**src/rtl/exp_prec_pipe.sv**
```systemverilog
// rtl/exp_prec_pipe.sv - two-stage valid/ready restorer from narrow to wide signed fixed-point
module exp_prec_pipe #(
    parameter int I_PREC = 8,
    parameter int I_FRAC = 4,
    parameter int O_PREC = 16,
    parameter int O_FRAC = 8,
    parameter int CNT_W  = 16
) (
    input  logic              clk,
    input  logic              reset_,
    input  logic              in_valid,
    output logic              in_ready,
    input  logic [I_PREC-1:0] in_data,
    input  logic              in_udf,
    input  logic              in_ovf,
    input  logic              in_rnd,
    output logic              out_valid,
    input  logic              out_ready,
    output logic [O_PREC-1:0] out_data,
    output logic              out_lossy,
    input  logic              cnt_clr,
    output logic [CNT_W-1:0]  smp_cnt,
    output logic [CNT_W-1:0]  udf_cnt,
    output logic [CNT_W-1:0]  ovf_cnt,
    output logic [CNT_W-1:0]  rnd_cnt
);

    // Widening only moves the binary point left by this many bits.
    localparam int SHIFT = O_FRAC - I_FRAC;
    localparam logic [CNT_W-1:0] CNT_MAX = '1;

    logic              v1;
    logic              v2;
    logic [I_PREC-1:0] s1_data;
    logic              s1_lossy;
    logic              ld1;
    logic              ld2;
    logic              accept;
    logic [O_PREC-1:0] wide;

    // A stage may load when it is empty or the stage after it is moving.
    always_comb begin
        ld2      = ~v2 | out_ready;
        ld1      = ~v1 | ld2;
        in_ready = ld1;
        accept   = in_valid & ld1;
        wide     = {{(O_PREC-I_PREC){s1_data[I_PREC-1]}}, s1_data} << SHIFT;
    end

    assign out_valid = v2;

    // Stage 1 captures the narrow sample and collapses its loss flags.
    always_ff @(posedge clk or negedge reset_) begin
        if (!reset_) begin
            v1       <= 1'b0;
            s1_data  <= '0;
            s1_lossy <= 1'b0;
        end else if (ld1) begin
            v1 <= accept;
            if (accept) begin
                s1_data  <= in_data;
                s1_lossy <= in_udf | in_ovf | in_rnd;
            end
        end
    end

    // Stage 2 holds the exact wide value; it is frozen while stalled.
    always_ff @(posedge clk or negedge reset_) begin
        if (!reset_) begin
            v2        <= 1'b0;
            out_data  <= '0;
            out_lossy <= 1'b0;
        end else if (ld2) begin
            v2 <= v1;
            if (v1) begin
                out_data  <= wide;
                out_lossy <= s1_lossy;
            end
        end
    end

    function automatic logic [CNT_W-1:0] bump(input logic [CNT_W-1:0] c, input logic en);
        return (en && (c != CNT_MAX)) ? c + CNT_W'(1) : c;
    endfunction

    // Saturating status counters; a clear wins over a coincident accept.
    always_ff @(posedge clk or negedge reset_) begin
        if (!reset_) begin
            smp_cnt <= '0;
            udf_cnt <= '0;
            ovf_cnt <= '0;
            rnd_cnt <= '0;
        end else if (cnt_clr) begin
            smp_cnt <= '0;
            udf_cnt <= '0;
            ovf_cnt <= '0;
            rnd_cnt <= '0;
        end else begin
            smp_cnt <= bump(smp_cnt, accept);
            udf_cnt <= bump(udf_cnt, accept & in_udf);
            ovf_cnt <= bump(ovf_cnt, accept & in_ovf);
            rnd_cnt <= bump(rnd_cnt, accept & in_rnd);
        end
    end

endmodule
```
**config.mk**
```make
export PLATFORM = sky130hd
export DESIGN_NAME = exp_prec_pipe
export DESIGN_NICKNAME = d
export VERILOG_FILES = /design/src/rtl/exp_prec_pipe.sv
export SDC_FILE = /design/constraint.sdc
export NUM_CORES = 1
export LEC_CHECK = 0
export CAP_MARGIN = 25
export CORE_MARGIN = 2
export CORE_UTILIZATION = 40
export DETAILED_ROUTE_END_ITERATION = 8
export PLACE_DENSITY = 0.66
export SETUP_SLACK_MARGIN = 0.1
export SLEW_MARGIN = 20
export SYNTH_ARGS = -nofsm -noshare
export SYNTH_HDL_FRONTEND = slang
export SYNTH_SLANG_ARGS = --single-unit
export TNS_END_PERCENT = 100
```
**constraint.sdc**
```tcl
create_clock -name clk -period 6.3 [get_ports clk]
set_clock_uncertainty 0.2 [all_clocks]
set_input_delay 1.26 -clock clk [delete_from_list [all_inputs] [get_ports clk]]
set_output_delay 1.26 -clock clk [all_outputs]
set_load 0.02 [all_outputs]
```
Yosys cells after proc, flatten, opt, wreduce, memory -nomap -nowiden
Index checks and enable logic that the tools add are counted.
W data, S select, Z words.
{"block": "word_totals", "output_inout_bits": 83, "register_bits": 84, "word_cells": 46, "in_bits": 16}
{"block": "op_classes", "n_bitwise": 10, "muxes": 8, "eq_ne": 4, "n_reduce_logical": 10, "add_sub_neg": 4}
{"operator": "$mux W16", "count": 8}
{"operator": "$add A16 B1 Y16 const B", "count": 4}
{"operator": "$ne A16 B16 Y1 const B", "count": 4}
{"operator": "$reduce_bool A2 Y1", "count": 4}
{"operator": "$and A1 B1 Y1", "count": 4}
{"operator": "$logic_and A1 B1 Y1", "count": 4}
{"operator": "$or A1 B1 Y1", "count": 4}
{"operator": "$reduce_and A2 Y1", "count": 2}
{"operator": "$not A1 Y1", "count": 2}

Depth between registers and ports, before layout
{"block": "depth", "word_depth": 8, "mapped_depth": 7, "depth_no_buf": 5}

Least setup slack after synthesis
No wires, ideal clock.
{"block": "synth_path", "path_kind": "input -> output", "start": "input port out_ready", "end": "output port in_ready", "cell_stages": 3, "path_buffers": 1, "setup_slack_ns": 3.032, "required_ns": 4.840, "arrival_ns": 1.808, "cell_sequence": "and3b_1 -> buf_2 -> clkinv_1"}
{"block": "synth_via", "elab_chain_cells": 2}
{"item": "start: declaration", "line": "18", "rtl": "input logic out_ready,"}
{"item": "$or A1 B1 Y1", "line": "43", "rtl": "ld2 = ~v2 | out_ready;"}
{"item": "$or A1 B1 Y1", "line": "44", "rtl": "ld1 = ~v1 | ld2;"}
{"item": "end: declaration", "line": "12", "rtl": "output logic in_ready,"}
No other way between the ends.

Worst setup path in the final report
Same ends and word-level chain as after synthesis.

==> results.json <==
{
  "grt_max_degree": 68,
  "period_share_pct": 76.2,
  "synth_area_mm2": 0.00451,
  "synth_area_leaders": "dfrtp_1, mux2_2, a21oi_1, or4_1, o31ai_1",
  "r2r_slack_ns": 3.58,
  "place_congestion": 0.830,
  "die_h_um": 110,
  "drtPass1Iterations": 4,
  "n_antenna_cell": 0,
  "stdcell_count": 689,
  "synth_compound_area_share_pct": 14.6,
  "drive_gt1_share_pct": 10.9,
  "port_buffers": 94,
  "synth_top_family_by_area": "simple AND/OR/NAND/NOR gates",
  "die_w_um": 110,
  "setup_viol": 0,
  "synth_commonest_cells": "dfrtp_1, a21oi_1, or4_1",
  "endpoint": "in_ready",
  "die-area_mm2": 0.0121,
  "grt_overflow": 0,
  "cts_htree_levels": 3,
  "ys_seq_area_share_pct": 46.6,
  "rows": 38,
  "rr_worst_depth": 5,
  "muxShareOfSynthArea_pct": 6.94,
  "grtUsageTotal_pct": 19.3,
  "path_clk_slew_ns": 0.07,
  "synth_warnings": 0,
  "pre_cts_ws_ns": 1.52,
  "yosysMostFrequentCell": "dfrtp_1",
  "startpoint": "out_ready",
  "async_reset_ff_share_pct": 100,
  "synth_simple_gate_area_share_pct": 26.1,
  "p_leak_uw": 0.00212,
  "worstHoldPathType": "register to register",
  "worstPathRequired_ns": 4.84,
  "design.portCount": 99,
  "dp_hpwl_mm": 7.64,
  "synthFlopType": "dfrtp_1",
  "min_period_ns": 4.80,
  "fmax_mhz": 208,
  "area_growth_pct": 28.8,
  "avgSynthCellArea_um2": 9.74,
  "vias": 3992,
  "cts_setup_buffers": 0,
  "core-area_mm2": 0.0109,
  "synth_fa_ha_area_share_pct": 1.11,
  "drt_iter0_drc": 153,
  "syn_inst": 463,
  "synth-edff-count": 0,
  "yosysTopAreaCell": "dfrtp_1",
  "routedLengthMet1_mm": 5.21,
  "wl_met2_mm": 5.26,
  "cts_hold_buf": 0,
  "critical_path_class": "primary input to output pin",
  "setup-tns-final_ns": 0,
  "vdd_drop_max_uv": 129,
  "n_fill_cell": 1019,
  "initial_core_util_pct": 41.2,
  "dp_cells": 673,
  "clk_latency_ns": 0.34,
  "timing.slew.headroom_pct": 32.7,
  "grt_pass1_wl_mm": 18.4,
  "power-per-cell-area_mw_per_mm2": 221,
  "grt_pass1_vias": 3746,
  "synth_seq_cells": 84,
  "synth.top_cell.area_share_pct": 46.6,
  "routed_wl_mm": 11.1,
  "worstReg2RegEnd": "smp_cnt[12]$_DFFE_PN0P_",
  "cts_tree": "yes",
  "highest_layer": "met4",
  "synth_xor_area_share_pct": 0,
  "clk_path_buf_depth": 2,
  "cap_violations": 0,
  "status": "completed",
  "arrival_ns": 3.34,
  "ant_nets": 0,
  "worstReg2RegStart": "v1$_DFFE_PN0P_",
  "maxSlewViolCount": 0,
  "synthDistinctLibCells": 44,
  "antenna_found_initial": 0,
  "route.met3.wl_um": 467,
  "crit_path_end_kind": "output pin",
  "startpoint_type": "primary input",
  "tightest_slew_ns": 1.00,
  "drc": 0,
  "finalHoldViolCount": 0,
  "rsz0062_at_grt": "no",
  "setup_ws_ns": 1.50,
  "cp_max_fo": 17,
  "cts_made_buffers": 9,
  "nets": 564,
  "vias_per_cell": 5.79,
  "cts_resized": 0,
  "clockRootBuffer": "clkbuf_16",
  "cts.sinks": 84,
  "wire_per_inst_um": 16.1
}
-- critical path: stages --
cell and delay, ns:
clkdlybuf4s50_1 0.41, and3b_1 0.64, clkinv_1 0.37, clkdlybuf4s50_1 0.66
-- layout make-up --
cell class | count | area (um^2) | share of cell area [%]
sequential | 84 | 2100 | 36.2
clock inverter | 7 | 75.1 | 1.29
inverter | 15 | 56.3 | 0.970
timing repair buffer | 97 | 956 | 16.5
multi-input combinational | 337 | 2220 | 38.2
tap | 140 | 175 | 3.02
clock buffer | 9 | 225 | 3.88
-- where the power goes --
| group | leakage (uW) | switching [uW] | internal [uW] |
|---|---|---|---|
| logic | 0.000854 | 88.6 | 78.0 |
| clock network | 0.000145 | 248 | 282 |
| registers | 0.00112 | 18.3 | 566 |
-- how the worst min path moves through the flow --
stage                                  from                 endpoint  cells after the start
finish              out_data[9]$_DFFE_PN0P_  out_data[9]$_DFFE_PN0P_                      1
global route         s1_data[6]$_DFFE_PN0P_   s1_data[6]$_DFFE_PN0P_                      1
CTS                 out_data[9]$_DFFE_PN0P_  out_data[9]$_DFFE_PN0P_                      1
detailed placement  out_data[9]$_DFFE_PN0P_  out_data[9]$_DFFE_PN0P_                      1
global placement     s1_data[5]$_DFFE_PN0P_   s1_data[5]$_DFFE_PN0P_                      1
floorplan              s1_lossy$_DFFE_PN0P_     s1_lossy$_DFFE_PN0P_                      2
-- routing by layer --
| layer | vias up | global-route usage [%] |
|---|---|---|
| li1 | 1951 | - |
| met1 | 1932 | 26.9 |
| met2 | 96 | 30.0 |
| met3 | 13 | 3.53 |
| met4 | 0 | 6.96 |
| met5 | - | 0 |
-- sequential cells by signal, indices dropped and copies added, names as in the netlist, 8 cells and up --
register  flops
out_data      8
rnd_cnt      16
s1_data       8
smp_cnt      16
ovf_cnt      16
udf_cnt      16
-- stage by stage --
| step | instance area, um^2 | hold slack [ns] | total power, uW | utilization (%) |
|---|---|---|---|---|
| floorplan | 4520 | 0.246 | 689 | - |
| global placement | 5500 | 0.283 | 761 | 50.3 |
| detailed placement | 5510 | 0.291 | 764 | 50.3 |
| CTS | 5810 | 0.308 | 1300 | 53.1 |
| global route | 5810 | 0.322 | 1340 | 53.1 |
| finish | 5810 | 0.303 | 1280 | 53.1 |
-- kinds of logic (layout without fill, tap and decap cells) --
family                   count (synthesis)  count (layout)
AND/OR/NAND/NOR                        197             197
AO/OA/AOI/OAI                          104             104
flip-flops                              84              84
buffers and inverters                   45             128
multiplexers                            28              28
adder cells (fa/ha/maj)                  4               4
other                                    1               4
-- cells in the final DEF, fill, tap and decap left out, drive strengths merged, types with 2 or more instances in the layout --
cell | synthesis | final
and4 | 5 | 5
or3b | 3 | 3
a21oi | 45 | 45
buf | 15 | 5
nor2b | 7 | 7
o41ai | 7 | 7
nand4 | 20 | 20
inv | 14 | 19
nand2b | 3 | 3
or2 | 3 | 3
clkdlybuf4s50 | 0 | 92
dfrtp | 84 | 84
mux2 | 26 | 26
o211a | 2 | 2
ha | 4 | 4
o311ai | 2 | 2
nor3 | 11 | 11
nand3 | 24 | 24
clkinv | 1 | 2
nor4 | 20 | 20
nor2 | 20 | 20
and3 | 2 | 2
or4b | 6 | 6
nand2 | 28 | 28
clkbuf | 15 | 9
a211oi | 2 | 2
or3 | 11 | 11
o21ai | 15 | 15
o31ai | 26 | 26
conb | 1 | 4
or4 | 29 | 29
mux2i | 2 | 2
No activity file was read; power rests on OpenSTA's default activity.
==> patch 1, RTL diff (config.mk and constraints unchanged) <==
Set the parameter `I_PREC` to 4 (it was 8).
--- a/src/rtl/exp_prec_pipe.sv
+++ b/src/rtl/exp_prec_pipe.sv
@@ -1,5 +1,5 @@
 // rtl/exp_prec_pipe.sv - two-stage valid/ready restorer from narrow to wide signed fixed-point
 module exp_prec_pipe #(
-    parameter int I_PREC = 8,
+    parameter int I_PREC = 4,
     parameter int I_FRAC = 4,
     parameter int O_PREC = 16,
Interface: changed (resized in_data); port bits go from 99 to 95. The function was not compared with the original's and may differ.
==> patch 1 against the unedited design <==
  * Area after synthesis down 7.3%
  * Power down 15%
  * Global-route usage up 0.40 points
  * Synthesized cell count down 5.0%
  * First-iteration DRC count down 9.2%
  * Cell count down 4.1%
  * Worst setup slack better by 0.22 ns
  * Routed wire length down 2.7%
  * Design area down 7.4%
  * Sequential cell count down 8
  * Critical endpoint unchanged
==> patch 1: results (changes against the unedited design) <==
Global route
  • First-pass GRT wire length: 18200 um (-1.4%)
  • Total track usage: 0.197 (+0.00396)
  • Via count of the first global-routing pass: 3695 (-1.4%)

Placed design
  • Placer Congestion: 0.809 (-2.4%)
  • Placed insts: 645 (-4.2%)
  • Port bufs: 90 (-4.3%)
  • Placed cell area: 5130 sq um (-6.8%)
  • Post-DP HPWL: 7530 um (-1.5%)
  • Place WS: 1.75 ns (+0.229 ns)

Setup path
  • Crit path max fanout: 18 (+1)
  • Flop2flop setup slack: 3.84 ns (+0.26 ns)
  • WP data arrival: 3.11 ns (-0.23 ns)

Finish
  • Layout fillers: 964 (-5.4%)
  • Layout cell share with drive strength beyond 1: 0.0933 (-0.0160)
  • Multi-input gate area: 2090 sq um (-5.7%)
  • Non-Filler Instances: 661 (-4.1%)

Drt
  • Routed wl met2: 5280 um (+0.34%)
  • DR pass1 iterations: 5 (+1)
  • Routed wire length: 10800 um (-2.7%)
  • Routed wl met3: 495 um (+6.0%)
  • M1 WL: 4980 um (-4.5%)

STA
  • Fmax: 219 MHz (+4.9%)
  • Final Hold Slack: 0.289 ns (-0.0139 ns)
  • Worst rel slew slack: 0.456 (+0.129)

Clock network
  • Root Driver: clkbuf_8

Logic synthesis
  • Synth unique cells: 43 (-2.3%)
  • Area contributors post-synth: dfrtp_1 (46%), or4_1 (5.7%), a21oi_1 (5.5%)
  • Register area share after synthesis: 0.455 (-0.0112)

Run status
  • Status: finished clean

Power
  • Static Leak: 1.95 nW (-7.9%)
[patch 1: cell count changes in the layout (fill, tap and decap cells not counted), sizes merged, moves of 5 or more]
cell / unedited run / this run
or4b: 6 / 0
inv: 19 / 10
dfrtp: 84 / 76
nor3: 11 / 6
nor4: 20 / 15
o41ai: 7 / 1
mux2: 26 / 19
[patch 1: routing by layer]
metal  track usage  vias up
met2         0.324       97
met4        0.0498        0
met5             0        -
met3        0.0399        4
li1              -     1849
met1         0.266     1904
[patch 1: worst paths after layout]
check | startpoint | endpoint | cells after the start
max in group asynchronous | reset_ | ovf_cnt[2] | 2
worst min-delay path | v1 | out_valid | 1
worst max register to register | v1 | smp_cnt[10] | 5
worst max-delay path | out_ready | in_ready | 4
worst min register to register | v1 | out_valid | 1
min in group asynchronous | reset_ | rnd_cnt[8] | 1
[patch 1: final cells by class]
type,count,share of cell area
Multi-Input combinational cell,327,0.389
Timing Repair Buffer,96,0.177
Tap cell,136,0.0316
Inverter,11,0.00768
Clock buffer,11,0.0282
Sequential cell,76,0.354
Clock inverter,4,0.0135
[patch 1: kinds of logic after synthesis]
kind of cell             Yosys count  share of synthesized area
other                              1                   0.000897
buffers and inverters             40                     0.0476
AND/OR/NAND/NOR                  192                      0.272
multiplexers                      21                     0.0560
AO/OA/AOI/OAI                    106                      0.156
adder cells (fa/ha/maj)            4                     0.0120
flip-flops                        76                      0.455
[patch 1: critical path, cell delays in order]
cell             delay, ns
clkdlybuf4s50_1       0.44
and3b_1               0.30
clkinv_1              0.43
clkdlybuf4s50_1       0.69
[patch 1: power breakdown]
part           internal (mW)  leakage (nW)  total (mW)  switching (mW)
logic                 0.0682         0.813       0.150          0.0822
clock network          0.242         0.111       0.418           0.176
registers              0.504          1.03       0.519          0.0144
==> patch 2, RTL diff (config.mk and constraints unchanged) <==
Made on the original files. Reset style: synchronous (`reset_`), changed in 3 clocked blocks.
--- a/src/rtl/exp_prec_pipe.sv
+++ b/src/rtl/exp_prec_pipe.sv
@@ -51,5 +51,5 @@
 
     // Stage 1 captures the narrow sample and collapses its loss flags.
-    always_ff @(posedge clk or negedge reset_) begin
+    always_ff @(posedge clk) begin
         if (!reset_) begin
             v1       <= 1'b0;
@@ -66,5 +66,5 @@
 
     // Stage 2 holds the exact wide value; it is frozen while stalled.
-    always_ff @(posedge clk or negedge reset_) begin
+    always_ff @(posedge clk) begin
         if (!reset_) begin
             v2        <= 1'b0;
@@ -85,5 +85,5 @@
 
     // Saturating status counters; a clear wins over a coincident accept.
-    always_ff @(posedge clk or negedge reset_) begin
+    always_ff @(posedge clk) begin
         if (!reset_) begin
             smp_cnt <= '0;
Check against the original RTL: differs if reset_ is asserted again (counterexample within 4 cycles, from zero or initial values and one cycle with reset_ low); with reset_ held inactive, the same outputs for 10 cycles.
==> patch 2 against the unedited design <==
  * Design area fell by 6.1%
  * Register-to-register slack improved by 0.33 ns
  * Global-route usage rose by 0.63 points
  * Area after synthesis fell by 5.9%
  * Hold slack got worse by 0.034 ns
  * Sequential share of layout area fell by 5.4 points
  * Highest routed layer unchanged
  * Routed wire length rose by 0.52%
  * Worst setup slack improved by 0.23 ns
  * Sequential cell count did not move
Power is not compared: it rests on default switching activity, and its combinational part moved more than twofold at a synthesized area within 25%.
==> patch 2: results (changes against the unedited design) <==
Run status
  • Status: finished clean

Drt
  • Vias post-DR: 4266 (+6.9%)
  • Initial DRC Count: 201 (+31%)
  • WL/cell: 15.4 um (-4.6%)
  • DR pass1 iterations: 6 (+2)

Min path
  • Hold WC Path Type: register to register

Power
  • Int Pwr: 0.748 mW
  • Worst vdd ir: ~0.00009 V
  • Comb pwr: 0.0639 mW
  • Static Leak: 1.76 nW
  • Tot Pwr: ~0.99 mW
  • Clock share of power: 0.386

Logic synthesis
  • Ys async rst share: 0 (-1.00)
  • Synth cell count leaders: dfxtp_1 (84), nand2_1 (52), a21oi_1 (45)
  • Register area share after synthesis: 0.396 (-0.0701)
  • Yosys warns: 0 (unchanged)
  • Synth unique cells: 43 (-2.3%)
  • Mapped Cells: 504 (+8.9%)
  • Primary FF master, synth: dfxtp_1
  • Area contributors post-synth: dfxtp_1 (40%), a21oi_1 (5.3%), or4_1 (5.1%)

Finish
  • N_diodes: 0 (unchanged)
  • Non-Filler Instances: 726 (+5.4%)
  • Final net count: 605 (+7.3%)
  • Layout fillers: 982 (-3.6%)
  • Layout cell share with drive strength beyond 1: 0.0390 (-0.0703)

STA
  • Worst-Margin Slew: 0.904 ns (-0.0966 ns)

Placed design
  • Placed cell area: 5260 sq um (-4.4%)
  • Placed insts: 710 (+5.5%)
  • Placer Congestion: 0.830 (about the same)
  • Port bufs: 94 (unchanged)
  • Post-DP HPWL: 7770 um (+1.7%)

Setup path
  • WP data arrival: 3.11 ns (-0.23 ns)
  • Crit path max fanout: 15 (-2)

Clock network
  • Cts repair resizes: 0 (unchanged)
  • Setup bufs post-CTS: 0 (unchanged)
  • CTS buffer count: 9 (unchanged)
  • CTS Buffer Depth: 2 (unchanged)
  • H-Tree Depth: 3 (unchanged)
  • Clk_lat worst skew: 0.36 ns (+0.02 ns)
  • Root Driver: clkbuf_8
  • Clock slew at reported path FFs: 0.09 ns (+0.02 ns)

Global route
  • First-pass GRT wire length: 18700 um (+1.6%)
  • Total track usage: 0.199 (+0.00626)
  • Largest net degree at the start of global routing: 30 (-56%)
  • Via count of the first global-routing pass: 3952 (+5.5%)
  • Initial antenna violation count: 0 (unchanged)
## patch 2: cell count changes after synthesis, sizes merged, moves of 11 or more
cell / change
dfrtp: -84
nand2: +24
dfxtp: +84
mux2i: +15
and4: +11
mux2: -26
## patch 2: cells by family after synthesis
kind of cell,Yosys count,synth area share
AO/OA/AOI/OAI,121,0.181
adder cells (fa/ha/maj),4,0.0118
buffers and inverters,38,0.0424
flip-flops,84,0.396
multiplexers,17,0.0401
other,1,0.000884
AND/OR/NAND/NOR,239,0.327
## patch 2: final cells by class
cell class | instances | area, sq um | share of cell area
Multi-Input combinational cell | 385 | 2400 | 0.441
Clock inverter | 4 | 50.0 | 0.00918
Timing Repair Buffer | 97 | 983 | 0.180
Inverter | 8 | 30.0 | 0.00551
Sequential cell | 84 | 1680 | 0.308
Tap cell | 136 | 170 | 0.0312
Clock buffer | 12 | 135 | 0.0248
## patch 2: critical path, stage by stage
cell	delay (ns)
clkdlybuf4s50_1	0.42
and3b_1	0.57
inv_2	0.25
clkdlybuf4s50_1	0.60
## patch 2: layer usage
| layer | wire (um) | track usage | share of wire |
|---|---|---|---|
| met5 | 0 | 0 | 0 |
| met4 | 88 | 0.0538 | 0.0079 |
| met3 | 767 | 0.0498 | 0.069 |
| met2 | 5150 | 0.324 | 0.46 |
| met1 | 5150 | 0.262 | 0.46 |
## patch 2: final timing paths
| path | start | endpoint | slack [ns] | depth (start not counted) |
|---|---|---|---|---|
| worst max-delay path | out_ready | in_ready | 1.73 | 4 |
| worst min-delay path | s1_data[4] | s1_data[4] | 0.27 | 2 |
| worst max register to register | out_valid | udf_cnt[15] | 3.91 | 5 |
| worst min register to register | s1_data[4] | s1_data[4] | 0.27 | 2 |
